`src/rtl/csl_pkg.sv`:
```
// Shared defaults and configuration helpers for the pipelined carry-select adder.
package csl_pkg;
  localparam int CSL_WIDTH = 32;
  localparam int CSL_BLK   = 8;

  function automatic int csl_nstg(input int width, input int blk);
    return width / blk;
  endfunction

  // A legal configuration has a whole number of segments and at least one of them.
  function automatic bit csl_cfg_ok(input int width, input int blk);
    return (blk > 0) && (width >= blk) && ((width % blk) == 0);
  endfunction
endpackage

```
`src/rtl/csl_block.sv`:
```
// One BLK-bit carry-select segment: two ripple chains (carry-in 0 and 1) and a late mux.
// Purely combinational; c_msb is the carry into bit BLK-1, which the top uses for signed overflow.
module csl_block #(
  parameter int BLK = 8
) (
  input  logic [BLK-1:0] a,
  input  logic [BLK-1:0] b,
  input  logic           cin,
  output logic [BLK-1:0] s,
  output logic           cout,
  output logic           c_msb
);
  logic [BLK:0]   c0;
  logic [BLK:0]   c1;
  logic [BLK-1:0] s0;
  logic [BLK-1:0] s1;

  always_comb begin
    c0    = '0;
    c1    = '0;
    c1[0] = 1'b1;
    s0    = '0;
    s1    = '0;
    for (int i = 0; i < BLK; i++) begin
      s0[i]   = a[i] ^ b[i] ^ c0[i];
      c0[i+1] = (a[i] & b[i]) | (c0[i] & (a[i] ^ b[i]));
      s1[i]   = a[i] ^ b[i] ^ c1[i];
      c1[i+1] = (a[i] & b[i]) | (c1[i] & (a[i] ^ b[i]));
    end
  end

  assign s     = cin ? s1 : s0;
  assign cout  = cin ? c1[BLK] : c0[BLK];
  assign c_msb = cin ? c1[BLK-1] : c0[BLK-1];
endmodule

```
`src/rtl/csl_pipe_adder.sv`:
```
// Pipelined carry-select add/sub, one BLK-bit segment per stage; latency WIDTH/BLK cycles, 1 beat/cycle.
// The whole pipe stalls while the output is held (in_ready = !out_valid || out_ready); bubbles are kept.
module csl_pipe_adder
  import csl_pkg::*;
#(
  parameter int WIDTH = CSL_WIDTH,
  parameter int BLK   = CSL_BLK
) (
  input  logic             clk,
  input  logic             rst_n,
  input  logic             in_valid,
  output logic             in_ready,
  input  logic [WIDTH-1:0] a,
  input  logic [WIDTH-1:0] b,
  input  logic             cin,
  input  logic             sub,
  output logic             out_valid,
  input  logic             out_ready,
  output logic [WIDTH-1:0] sum,
  output logic             cout,
  output logic             ovf
);
  localparam int NSTG = csl_nstg(WIDTH, BLK);

  if (!csl_cfg_ok(WIDTH, BLK)) begin : g_bad_cfg
    $error("csl_pipe_adder: WIDTH must be a non-zero multiple of BLK");
  end

  logic             adv;
  logic [WIDTH-1:0] b_eff;
  logic             c_in0;
  logic [NSTG-1:0]  src_vld;
  logic [NSTG-1:0]  ld;
  logic [NSTG-1:0]  vld_q, vld_d;
  logic [NSTG-1:0]  cy_q, cy_d;
  logic             ovf_q, ovf_d;
  logic [WIDTH-1:0] a_q [NSTG];
  logic [WIDTH-1:0] a_d [NSTG];
  logic [WIDTH-1:0] b_q [NSTG];
  logic [WIDTH-1:0] b_d [NSTG];
  logic [WIDTH-1:0] s_q [NSTG];
  logic [WIDTH-1:0] s_d [NSTG];
  logic [BLK-1:0]   seg_a [NSTG];
  logic [BLK-1:0]   seg_b [NSTG];
  logic [BLK-1:0]   seg_s [NSTG];
  logic             seg_cm [NSTG];
  logic [NSTG-1:0]  seg_ci;
  logic [NSTG-1:0]  seg_co;

  assign adv      = !vld_q[NSTG-1] || out_ready;
  assign in_ready = adv;
  assign b_eff    = sub ? ~b : b;
  assign c_in0    = sub | cin;
  // Stage k is fed by stage k-1; stage 0 by the input port.
  assign src_vld  = NSTG'({vld_q, in_valid});
  assign ld       = src_vld & {NSTG{adv}};

  for (genvar k = 0; k < NSTG; k++) begin : g_stg
    if (k == 0) begin : g_first
      assign seg_a[k]  = a[BLK-1:0];
      assign seg_b[k]  = b_eff[BLK-1:0];
      assign seg_ci[k] = c_in0;
    end else begin : g_next
      assign seg_a[k]  = a_q[k-1][k*BLK +: BLK];
      assign seg_b[k]  = b_q[k-1][k*BLK +: BLK];
      assign seg_ci[k] = cy_q[k-1];
    end

    csl_block #(.BLK(BLK)) u_blk (
      .a     (seg_a[k]),
      .b     (seg_b[k]),
      .cin   (seg_ci[k]),
      .s     (seg_s[k]),
      .cout  (seg_co[k]),
      .c_msb (seg_cm[k])
    );
  end

  // Data registers only load when a valid beat lands, so outputs stay put across bubbles.
  always_comb begin
    vld_d = vld_q;
    cy_d  = cy_q;
    ovf_d = ovf_q;
    for (int k = 0; k < NSTG; k++) begin
      a_d[k] = a_q[k];
      b_d[k] = b_q[k];
      s_d[k] = s_q[k];
    end
    if (adv) begin
      vld_d = src_vld;
    end
    if (ld[0]) begin
      a_d[0]            = a;
      b_d[0]            = b_eff;
      s_d[0]            = '0;
      s_d[0][BLK-1:0]   = seg_s[0];
      cy_d[0]           = seg_co[0];
    end
    for (int k = 1; k < NSTG; k++) begin
      if (ld[k]) begin
        a_d[k]                = a_q[k-1];
        b_d[k]                = b_q[k-1];
        s_d[k]                = s_q[k-1];
        s_d[k][k*BLK +: BLK]  = seg_s[k];
        cy_d[k]               = seg_co[k];
      end
    end
    if (ld[NSTG-1]) begin
      ovf_d = seg_cm[NSTG-1] ^ seg_co[NSTG-1];
    end
  end

  always_ff @(posedge clk or negedge rst_n) begin
    if (!rst_n) begin
      vld_q <= '0;
      cy_q  <= '0;
      ovf_q <= 1'b0;
      for (int k = 0; k < NSTG; k++) begin
        a_q[k] <= '0;
        b_q[k] <= '0;
        s_q[k] <= '0;
      end
    end else begin
      vld_q <= vld_d;
      cy_q  <= cy_d;
      ovf_q <= ovf_d;
      for (int k = 0; k < NSTG; k++) begin
        a_q[k] <= a_d[k];
        b_q[k] <= b_d[k];
        s_q[k] <= s_d[k];
      end
    end
  end

  assign out_valid = vld_q[NSTG-1];
  assign sum       = s_q[NSTG-1];
  assign cout      = cy_q[NSTG-1];
  assign ovf       = ovf_q;
endmodule
```
`config.mk`:
```
export PLATFORM = sky130hd
export DESIGN_NAME = csl_pipe_adder
export DESIGN_NICKNAME = d
export VERILOG_FILES = /design/src/rtl/csl_pkg.sv /design/src/rtl/csl_block.sv /design/src/rtl/csl_pipe_adder.sv
export SDC_FILE = /design/constraint.sdc
export NUM_CORES = 1
export LEC_CHECK = 0
export BUFFER_PORTS_ARGS = -buffer_cell sky130_fd_sc_hd__buf_2
export CORE_ASPECT_RATIO = 2
export CORE_MARGIN = 3
export CORE_UTILIZATION = 52
export DETAILED_ROUTE_END_ITERATION = 10
export GPL_ROUTABILITY_DRIVEN = 0
export PLACE_DENSITY_LB_ADDON = 0.2
export SYNTH_ARGS = -nofsm -noshare
export SYNTH_HDL_FRONTEND = slang
export SYNTH_SLANG_ARGS = --single-unit
```
`constraint.sdc`:
```
create_clock -name clk -period 3.8 [get_ports clk]
set_input_delay 0.19 -clock clk [delete_from_list [all_inputs] [get_ports clk]]
set_output_delay 0.19 -clock clk [all_outputs]
set_load 0.01 [all_outputs]
```
# Word level (Yosys, flattened, before mapping)
# Cells that the tools add are included.
[word_totals]
regBits = 281
input_bits = 70
out_inout_bits = 36
elab_cells = 272
[op_classes]
muxes = 10
bitwise_logic = 244
n_reduce_logical = 2
[op_table]
columns = ["operator", "n"]
rows = [
  ["$xor 1x1->1", 89],
  ["$and 1x1->1", 88],
  ["$or 1x1->1", 61],
  ["$mux 32", 1],
  ["$mux 8", 4],
  ["$not 32->32", 1],
  ["$mux 1", 5],
  ["$and 4x4->4", 1],
  ["$not 1->1", 4],
  ["$logic_not 1->1", 1],
  ["$logic_or 1x1->1", 1],
]

# Depth between registers and ports, before layout
# Gate-level depths: netlist (run 1).
[depth]
ltp_word = 19
ltp_mapped = 18
ltp_nobuf = 16

# By module
# A second synthesis (run 1) with hierarchy kept.
[hier_totals]
hier_cells = 592
area_unflattened_um2 = 8348.0
[modules_own_cells]
columns = ["mod", "n_inst", "cells_per_inst", "area_per_inst_um2", "seq_area_each_um2"]
rows = [
  ["csl_pipe_adder", 1, 496, 7432.1, 4629.4],
  ["csl_block (g_stg[0].u_blk ...)", 3, 24, 227.7, 0.0],
  ["csl_block (g_stg[3].u_blk)", 1, 24, 232.7, 0.0],
]

# Least setup slack after synthesis (run 1)
# OpenSTA, ideal clock, no wires.
[synth_timing]
path_kind = "input to register"
start = "input sub"
end = "register s_q[103] in the netlist's numbering"
setup_time_ps = 125
t_arrival_ps = 3998
required_time_ps = 3675
setup_slack_ps = -323
path_stages = 18
n_path_buf = 2
cell_sequence = "buf_2 buf_2 xor2_1 inv_1 ha_1 o21ai_0 o31ai_1 fa_1 fa_1 fa_1 fa_1 inv_1 fa_1 inv_1 fa_1 inv_1 fa_1 mux2_4"
[synth_via]
elab_chain_cells = 17
word_cells_on_any_way = 45
cone_classes = "mux: 2; bitwise: 43"
[synth_lines]
columns = ["item", "line", "source"]
rows = [
  ["start, declared", "csl_pipe_adder.sv:16", "input logic sub,"],
  ["$mux 32", "csl_pipe_adder.sv:52", "assign b_eff = sub ? ~b : b;"],
  ["$and 1x1->1 or $xor 1x1->1 (tied branches)", "n/a", ""],
  ["$or 1x1->1", "csl_block.sv:28", "c1[i+1] = (a[i] & b[i]) | (c1[i] & (a[i] ^ b[i]));"],
  ["$and 1x1->1", "csl_block.sv:28", ""],
  ["$or 1x1->1", "csl_block.sv:28", ""],
  ["$and 1x1->1", "csl_block.sv:28", ""],
  ["$or 1x1->1", "csl_block.sv:28", ""],
  ["$and 1x1->1", "csl_block.sv:28", ""],
  ["[2 not listed]", "n/a", ""],
  ["$or 1x1->1", "csl_block.sv:28", ""],
  ["$and 1x1->1", "csl_block.sv:28", ""],
  ["$or 1x1->1", "csl_block.sv:28", ""],
  ["$and 1x1->1", "csl_block.sv:28", ""],
  ["$or 1x1->1", "csl_block.sv:28", ""],
  ["$xor 1x1->1", "csl_block.sv:27", "s1[i] = a[i] ^ b[i] ^ c1[i];"],
  ["$mux 8 *", "csl_block.sv:32", "assign s = cin ? s1 : s0;"],
  ["named net g_stg[0].u_blk.s[7]", "csl_block.sv:9", "output logic [BLK-1:0] s,"],
  ["end signal, assigned by index", "csl_pipe_adder.sv:130", "s_q[k] <= s_d[k];"],
  ["end, declared", "csl_pipe_adder.sv:41", "logic [WIDTH-1:0] s_q [NSTG];"],
]
# Mark *: on every way through the listed nets, which the timed path passes. The rest lies on a longest branch.
# A chain may end at the register's enable or synchronous reset.

# Worst setup path after layout (run 1)
[layout_timing]
start = "register a_q[80] in the netlist's numbering"
end = "register s_q[55] in the netlist's numbering"
[layout_via]
elab_chain_cells = 16
word_cells_on_any_way = 30
cone_classes = "mux: 1; bitwise: 29"
[layout_lines]
columns = ["item", "line", "source"]
rows = [
  ["start, declared", "csl_pipe_adder.sv:37", "logic [WIDTH-1:0] a_q [NSTG];"],
  ["start signal, assigned by index", "csl_pipe_adder.sv:128", "a_q[k] <= a_d[k];"],
  ["$and 1x1->1 or $xor 1x1->1 (tied branches)", "n/a", ""],
  ["$or 1x1->1", "csl_block.sv:28", ""],
  ["$and 1x1->1", "csl_block.sv:28", ""],
  ["$or 1x1->1", "csl_block.sv:28", ""],
  ["$and 1x1->1", "csl_block.sv:28", ""],
  ["$or 1x1->1", "csl_block.sv:28", ""],
  ["$and 1x1->1", "csl_block.sv:28", ""],
  ["$or 1x1->1", "csl_block.sv:28", ""],
  ["$and 1x1->1", "csl_block.sv:28", ""],
  ["$or 1x1->1", "csl_block.sv:28", ""],
  ["$and 1x1->1", "csl_block.sv:28", ""],
  ["$or 1x1->1", "csl_block.sv:28", ""],
  ["$and 1x1->1", "csl_block.sv:28", ""],
  ["$or 1x1->1", "csl_block.sv:28", ""],
  ["$xor 1x1->1", "csl_block.sv:27", ""],
  ["$mux 8 *", "csl_block.sv:32", ""],
]
# Mark *: on every way between the ends. The rest lies on a longest branch, timed or not.

==> summary.md, run 1 <==
| Metric | Value |
|---|---|
| Status | finished, final reports clean |
| Die width | 95.7 um |
| Worst R2R Start | a_q[80]$_DFFE_PN0P_ |
| Cell Rows | 65 |
| Cts bufs inserted | 17 |
| Total Power | 8.18 mW |
| Final Hold Vio Count | 0 |
| Min-Delay Path Class | input pin to register |
| Final Cycle Share | 96.3% |
| Vias | 4601 |
| Maximum buffer depth of the clock tree | 2 |
| Net load switching power | 2.55 mW |
| Final Util | 61.6% |
| Finished Cell Area | 9730 um2 |
| Synthesized cell area | 8380 um2 |
| Clk sinks | 185 |
| Register share of total power | 41.9% |
| Number of global-route vias before repair | 5093 |
| Crit path time final | 3.66 ns |
| Pint | 5.63 mW |
| DRT iter0 DRCs | 111 |
| Starting density of the core | 53.1% |
| CTS tree | yes |
| Antenna viol nets, final | 0 |
| Top_reg_cell synth | dfrtp_1 |
| Worst Path Arrival | 4.00 ns |
| Dpl cells | 843 |
| Layout cells sized above 1 | 44.1% |
| WL final | 15800 um |
| Crit. End Element | register |
| TritonRoute pass-1 iters | 5 |
| Yosys warning count | 0 |
| Cells after Synth | 589 |
| Post-synthesis sequential area ratio | 55.3% |
| Count leader, synth | dfrtp_1 |
| Post-synth EDFFs | 0 |
| I/O Buffers | 105 |
| Layout Nets | 791 |
| CTS root buffer | clkbuf_16 |
| Setup TNS Final | 0 ns |
| Avg WL per Cell | 17.6 um |
| Worst Max-Slew Pin Slew | 1.04 ns |
| CP Data Required Time | 4.14 ns |
| Largest net degree at the start of global routing | 97 |
| HPWL after DPL | 10600 um |
| WS Path Type | register to register |
| Synth top area cells | dfrtp_1 55%, mux2_2 16%, fa_1 6.7% |
| CP Launch Type | register |
| Reg clk slew, reported paths | 0.07 ns |
| Chip height | 185 um |
| Comb power frac | 34.9% |
| Vias/cell | 5.12 |
| Core Area | 15800 um2 |
| Highest Clock Rate | 273 MHz |
| RSZ-0062 raised after global routing | false |
| Pwr dens | 841 nW/um2 |
| Post-Layout Cell Count | 899 |
| Met1 WL | 6060 um |
| Ys async rst share | 100% |
| WL met2 | 8870 um |
| Yosys cell types | 22 |
| Die area | 17800 um2 |
| Yosys top cell area share | 55.3% |
| Grt ovf | 0 |
| Switching share of power | 31.2% |
| Syn Area/Cell | 14.2 um2 |
| Ant. Diodes | 0 |
| Post-synth top area cell | dfrtp_1 |
| Synthesized flop and latch total | 185 |
| Skew final | 0.00721 ns |
| Static Leak | 4.46 nW |
| Area grow syn2layout | 16.1% |
| Worst hold start | a[15] |
| DP Worst Slack | -0.144 ns |
| Top Metal Used | met4 |
| Htree depth | 4 |
| Final setup vio count | 0 |
| Initial antenna violation count | 0 |
| Placed cell areas | 8820 um2 |
| First-pass GRT wire length | 25900 um |
| Total track usage | 19.6% |
| Final worst slack | 0.140 ns |
| CP startpoint | a_q[80]$_DFFE_PN0P_ |
| # DRC | 0 |
| Fillcell total | 1246 |
| Clock Latency Late Sink | 0.43 ns |
| Slew HR | 30.3% |
| Syn_nets | 695 |
| IR drop worst, VDD | 386 uV |
| Max_cap viols | 0 |
| Top-Level Pins | 106 |
| Hold slack | 0.0451 ns |
| Worst-path maximum fanout | 3 |
| Clock power share | 23.2% |
| DR WL met3 | 524 um |
| Slew Viols, Final | 0 |
| Post-synth top cells | 185 x dfrtp_1, 121 x mux2_2, 45 x a21oi_1 |
[critical path, stage by stage (launching register included)]
cell     delay [ns]
dfrtp_1        0.40
ha_1           0.21
nand2_1        0.06
o21ai_0        0.11
fa_2           0.36
fa_2           0.35
fa_2           0.35
fa_1           0.40
fa_2           0.36
fa_1           0.37
inv_1          0.07
fa_1           0.40
mux2i_1        0.14
[flip-flops by register name, indices dropped and copies added, names as in the netlist]
name,count
a_q,48
b_q,48
cy_q,4
ovf,1
s_q,48
sum,32
vld_q,4
[cell families (layout without fill, tap and decap cells)]
logic type / count (synthesis) / in the layout / share of synthesized area (%)
xor gates and xnor gates: 37 / 37 / 3.87
adders and majority gates: 36 / 36 / 7.89
AOI/OAI and AO/OA: 56 / 56 / 3.38
buffers and inverters: 105 / 214 / 7.02
DFF: 185 / 185 / 55.3
muxes: 155 / 155 / 21.6
and+or+nand+nor: 15 / 15 / 0.941
[layout by cell type (no fill, tap or decap)]
| cell | n |
|---|---|
| xnor2_1 | 29 |
| fa_1 | 14 |
| clkbuf_8 | 2 |
| dlygate4sd3_1 | 24 |
| dfrtp_1 | 185 |
| buf_2 | 104 |
| xor2_1 | 8 |
| clkbuf_16 | 17 |
| mux2i_1 | 12 |
| buf_6 | 1 |
| mux2_2 | 121 |
| buf_4 | 9 |
| mux2_4 | 22 |
| inv_1 | 44 |
| o31ai_1 | 1 |
| o21ai_0 | 10 |
| bufinv_16 | 4 |
| nor2_1 | 2 |
| inv_6 | 3 |
| clkinvlp_4 | 3 |
| fa_2 | 14 |
| nand2_2 | 3 |
| ha_1 | 8 |
| and2_4 | 1 |
| nand2_1 | 4 |
| nand3_1 | 4 |
| clkinv_4 | 1 |
| a21oi_1 | 45 |
| clkinv_2 | 2 |
| nand2b_4 | 1 |
[power groups by stage]
stage	clock network (mW)	registers (mW)	logic, mW
after floorplan	0	3.29	2.36
after global placement	0	3.43	2.78
after detailed placement	0	3.47	2.87
after CTS	1.94	3.44	2.92
after global routing	2.01	3.56	3.19
final	1.89	3.43	2.85
[area by class of cell]
cell class / instances / area, um2 / area share, %
Tap cell: 201 / 251 / 2.59
Clock buffer: 19 / 453 / 4.66
Clock inverter: 13 / 188 / 1.93
Sequential cell: 185 / 4630 / 47.6
Multi-Input combinational cell: 299 / 3200 / 32.9
Inverter: 44 / 165 / 1.70
Timing Repair Buffer: 138 / 840 / 8.63
[final timing paths]
check	endpoint	slack (ns)	cells after the start
worst max register to register	s_q[55]$_DFFE_PN0P_	0.14	12
worst min-delay path	a_q[111]$_DFFE_PN0P_	0.05	3
worst min register to register	sum[4]$_DFFE_PN0P_	0.50	1
min in group asynchronous	a_q[88]$_DFFE_PN0P_	0.40	2
worst max-delay path	s_q[55]$_DFFE_PN0P_	0.14	12
max in group asynchronous	a_q[105]$_DFFE_PN0P_	2.39	3
[metal layers]
| layer | GRT usage (%) | vias up |
|---|---|---|
| li1 | - | 2122 |
| met1 | 22.9 | 2358 |
| met2 | 35.1 | 101 |
| met3 | 4.05 | 20 |
| met4 | 7.13 | 0 |
| met5 | 0 | - |
[what timing repair did]
item,4_1_cts,5_1_grt
buffers inserted,0,0
endpoints found under the setup margin,1,4
hold buffers,24,0
hold endpoints to repair,116,0
resized for setup,2,9
(Power assumes the default switching activity.)
==> run 2, diff against run 1 <==
HOLD_SLACK_MARGIN = 0.03   (was unset)
SYNTH_HIERARCHICAL = 1   (was unset)
==> summary.md, run 2 <==
| Metric | Value |
|---|---|
| Reg2reg setup slack | 0.15 ns (was 0.14 ns) |
| Crit. End Element | register (unchanged) |
| Static Leak | 4.37 nW (was 4.46 nW) |
| Slew Viols, Final | 0 (unchanged) |
| Area grow syn2layout | 15.3% (was 16.1%) |
| Final Cycle Share | 96.1% (was 96.3%) |
| DP Worst Slack | 0.0458 ns (was -0.144 ns) |
| Worst Reg-to-Reg Cells | 16 (was 12) |
| DRT iter0 DRCs | 172 (was 111) |
| IR drop worst, VDD | 433 uV (was 386 uV) |
| Sequential cell area | 4630 um2 (unchanged) |
| Synth top area cells | dfrtp_1 55%, mux2_2 21%, fa_1 6.7% (was dfrtp_1 55%, mux2_2 16%, fa_1 6.7%) |
| Worst R2R Start | a_q[56]$_DFFE_PN0P_ (was a_q[80]$_DFFE_PN0P_) |
| Largest net degree at the start of global routing | 133 (was 97) |
| HPWL after DPL | 10200 um (was 10600 um) |
| Final worst slack | 0.148 ns (was 0.140 ns) |
| Vias/cell | 5.13 (was 5.12) |
| Crit path time final | 3.65 ns (was 3.66 ns) |
| Cts bufs inserted | 17 (unchanged) |
| RSZ-0062 raised after global routing | true (was false) |
| Cells after Synth | 592 (was 589) |
| Ant. Diodes | 0 (unchanged) |
| WHS Path Cells | 3 (unchanged) |
| Avg WL per Cell | 17.4 um (was 17.6 um) |
| CP Launch Type | register (unchanged) |
| Clk sinks | 185 (unchanged) |
| Grt ovf | 0 (unchanged) |
| Layout cells sized above 1 | 44.3% (was 44.1%) |
| Synthesized cell area | 8350 um2 (was 8380 um2) |
| R2r endpoint | ovf$_DFFE_PN0P_ (was s_q[55]$_DFFE_PN0P_) |
| Syn Area/Cell | 14.1 um2 (was 14.2 um2) |
| Starting density of the core | 53.7% (was 53.1%) |
| Pwr dens | 830 nW/um2 (was 841 nW/um2) |
| Status | finished, final reports clean (unchanged) |
| TritonRoute pass-1 iters | 6 (was 5) |
| Top-Level Pins | 106 (unchanged) |
| Slew HR | 23.3% (was 30.3%) |
| Post-synthesis sequential area ratio | 55.5% (was 55.3%) |
| CP startpoint | a_q[56]$_DFFE_PN0P_ (was a_q[80]$_DFFE_PN0P_) |
| First-pass GRT wire length | 25300 um (was 25900 um) |
| CTS root buffer | clkbuf_16 (unchanged) |
| Initial antenna violation count | 1 (was 0) |
| Reg clk slew, reported paths | 0.07 ns (about the same) |
| Number of global-route vias before repair | 5050 (was 5093) |
| Die width | 95.6 um (was 95.7 um) |
| Post-synth top area cell | dfrtp_1 (unchanged) |
| Ys async rst share | 100% (unchanged) |
| Worst Setup EP | ovf$_DFFE_PN0P_ (was s_q[55]$_DFFE_PN0P_) |
| Total track usage | 19.0% (was 19.6%) |
| Antenna viol nets, final | 0 (unchanged) |
| Clock Latency Late Sink | 0.42 ns (was 0.43 ns) |
| Worst Path Arrival | 3.96 ns (was 4.00 ns) |
| WS Path Type | register to register (unchanged) |
| I/O Buffers | 105 (unchanged) |
| Yosys top cell area share | 55.5% (was 55.3%) |
| Die area | 17700 um2 (was 17800 um2) |
| Yosys warning count | 6 (was 0) |
| Post-synth EDFFs | 0 (unchanged) |
| Min-Delay Path Class | input pin to register (unchanged) |
| Count leader, synth | dfrtp_1 (unchanged) |
| CTS tree | yes (unchanged) |
| Dpl cells | 840 (was 843) |
| Syn_nets | 698 (was 695) |
| Post-CTS setup buffer count | 0 (unchanged) |
| Max_cap viols | 0 (unchanged) |
| Top_reg_cell synth | dfrtp_1 (unchanged) |
| Post-Layout Cell Count | 897 (was 899) |
| Setup TNS Final | 0 ns (unchanged) |
| CP Data Required Time | 4.11 ns (was 4.14 ns) |
| Worst-path maximum fanout | 3 (unchanged) |
| Fillcell total | 1274 (was 1246) |
| Multi-input logic area | 3130 um2 (was 3200 um2) |
| Core Area | 15500 um2 (was 15800 um2) |
| Vias | 4601 (unchanged) |
| Synthesized flop and latch total | 185 (unchanged) |
| Yosys cell types | 21 (was 22) |
| Worst Max-Slew Pin Slew | 1.15 ns (was 1.04 ns) |
| WL final | 15600 um (was 15800 um) |
| Highest Clock Rate | 274 MHz (was 273 MHz) |
| Largest regs | a_q: 48 flops, b_q: 48 flops, s_q: 48 flops (unchanged) |
| Maximum buffer depth of the clock tree | 2 (unchanged) |
| Final setup vio count | 0 (unchanged) |
| Htree depth | 4 (unchanged) |
| Commonest non-fill, non-tap cells in the layout | 185 x dfrtp_1, 154 x mux2_2, 104 x buf_2, 51 x a21oi_1, 51 x inv_1 (was 185 x dfrtp_1, 121 x mux2_2, 104 x buf_2, 45 x a21oi_1, 44 x inv_1) |
| Chip height | 185 um (about the same) |
| Skew final | 0.0107 ns (was 0.00721 ns) |
| Most common cell after layout, fill and taps aside | dfrtp_1 (unchanged) |
| Final Hold Vio Count | 0 (unchanged) |
| Layout Nets | 792 (was 791) |
| Post-synth top cells | 185 x dfrtp_1, 154 x mux2_2, 51 x a21oi_1, 51 x inv_1, 35 x buf_4 (was 185 x dfrtp_1, 121 x mux2_2, 45 x a21oi_1) |
| # DRC | 0 (unchanged) |
| Cell Rows | 64 (was 65) |
-- run 2: cell types whose count changed in the layout (fill, tap and decap cells not counted), sizes merged, moves of 6 or more --
cell   previous run  this run
mux2i            12         1
mux2            143       158
a21oi            45        51
o21ai            10         2
inv              47        57
-- run 2: worst min-delay path by stage --
stage | startpoint | end | slack, ns
after CTS | a[30] | a_q[126]$_DFFE_PN0P_ | 0.03
after global routing | b[12] | b_q[108]$_DFFE_PN0P_ | 0.05
after floorplan | rst_n | a_q[104]$_DFFE_PN0P_ | -0.11
after global placement | a[29] | a_q[125]$_DFFE_PN0P_ | 0.42
final | b[12] | b_q[108]$_DFFE_PN0P_ | 0.06
after detailed placement | a[19] | a_q[115]$_DFFE_PN0P_ | 0.42
-- run 2: report_power, final --
part           internal [mW]  switching, mW
Sequential              2.89          0.520
Clock                  0.962          0.781
Combinational           1.57           1.27
-- run 2: cell type report --
cell class                 instances  area share, %
clock buffer                      20           4.74
clock inverter                    12           1.36
inverter                          51           1.99
multi-input combinational        295           32.5
sequential                       185           48.1
tap                              198           2.57
timing repair buffer             136           8.75
-- run 2: layer usage --
layer  wire length [um]  global-route usage (%)  up-vias  part of all wire, %
met5                 13                       0        -                0.084
met1               5920                    21.7     2396                   38
li1                   -                       -     2110                    -
met4                250                    6.27        2                  1.6
met2               8830                    34.5       77                   57
met3                549                    4.31       16                  3.5
-- run 2: worst max-delay path: stages (launching register included) --
cell and delay, ns:
dfrtp_1 0.40, ha_1 0.20, inv_1 0.05, mux2i_1 0.07
fa_1 0.36, inv_1 0.07, fa_1 0.15, inv_1 0.05
fa_1 0.38, fa_2 0.35, fa_1 0.38, inv_1 0.08
fa_1 0.15, inv_1 0.08, fa_2 0.35, xor2_1 0.16
mux2_2 0.25
-- run 2: timing repair --
action / CTS / global route
endpoints found under the hold margin: 141 / 1
gates resized for setup: 0 / 4
endpoints found under the setup margin: 0 / 3
hold buffers: 24 / 1
-- run 2: logic make-up after synthesis --
family	after synthesis	share of synthesized area [%]
compound gates	53	3.18
xor+xnor	37	3.88
fa+ha+maj	36	7.91
buf+inv	112	7.30
flops	185	55.5
mux	159	21.6
simple gates	10	0.659
-- run 2: per-stage QoR --
step	utilization, %	area, um2	power [mW]	hold WS [ns]
6_report	62.0	9630	7.99	0.0628
5_1_grt	62.0	9630	8.58	0.0489
4_1_cts	61.8	9610	8.11	0.0324
3_5_place_dp	56.5	8780	6.31	0.425
3_3_place_gp	56.5	8780	6.15	0.423
2_1_floorplan	-	8350	5.65	-0.106
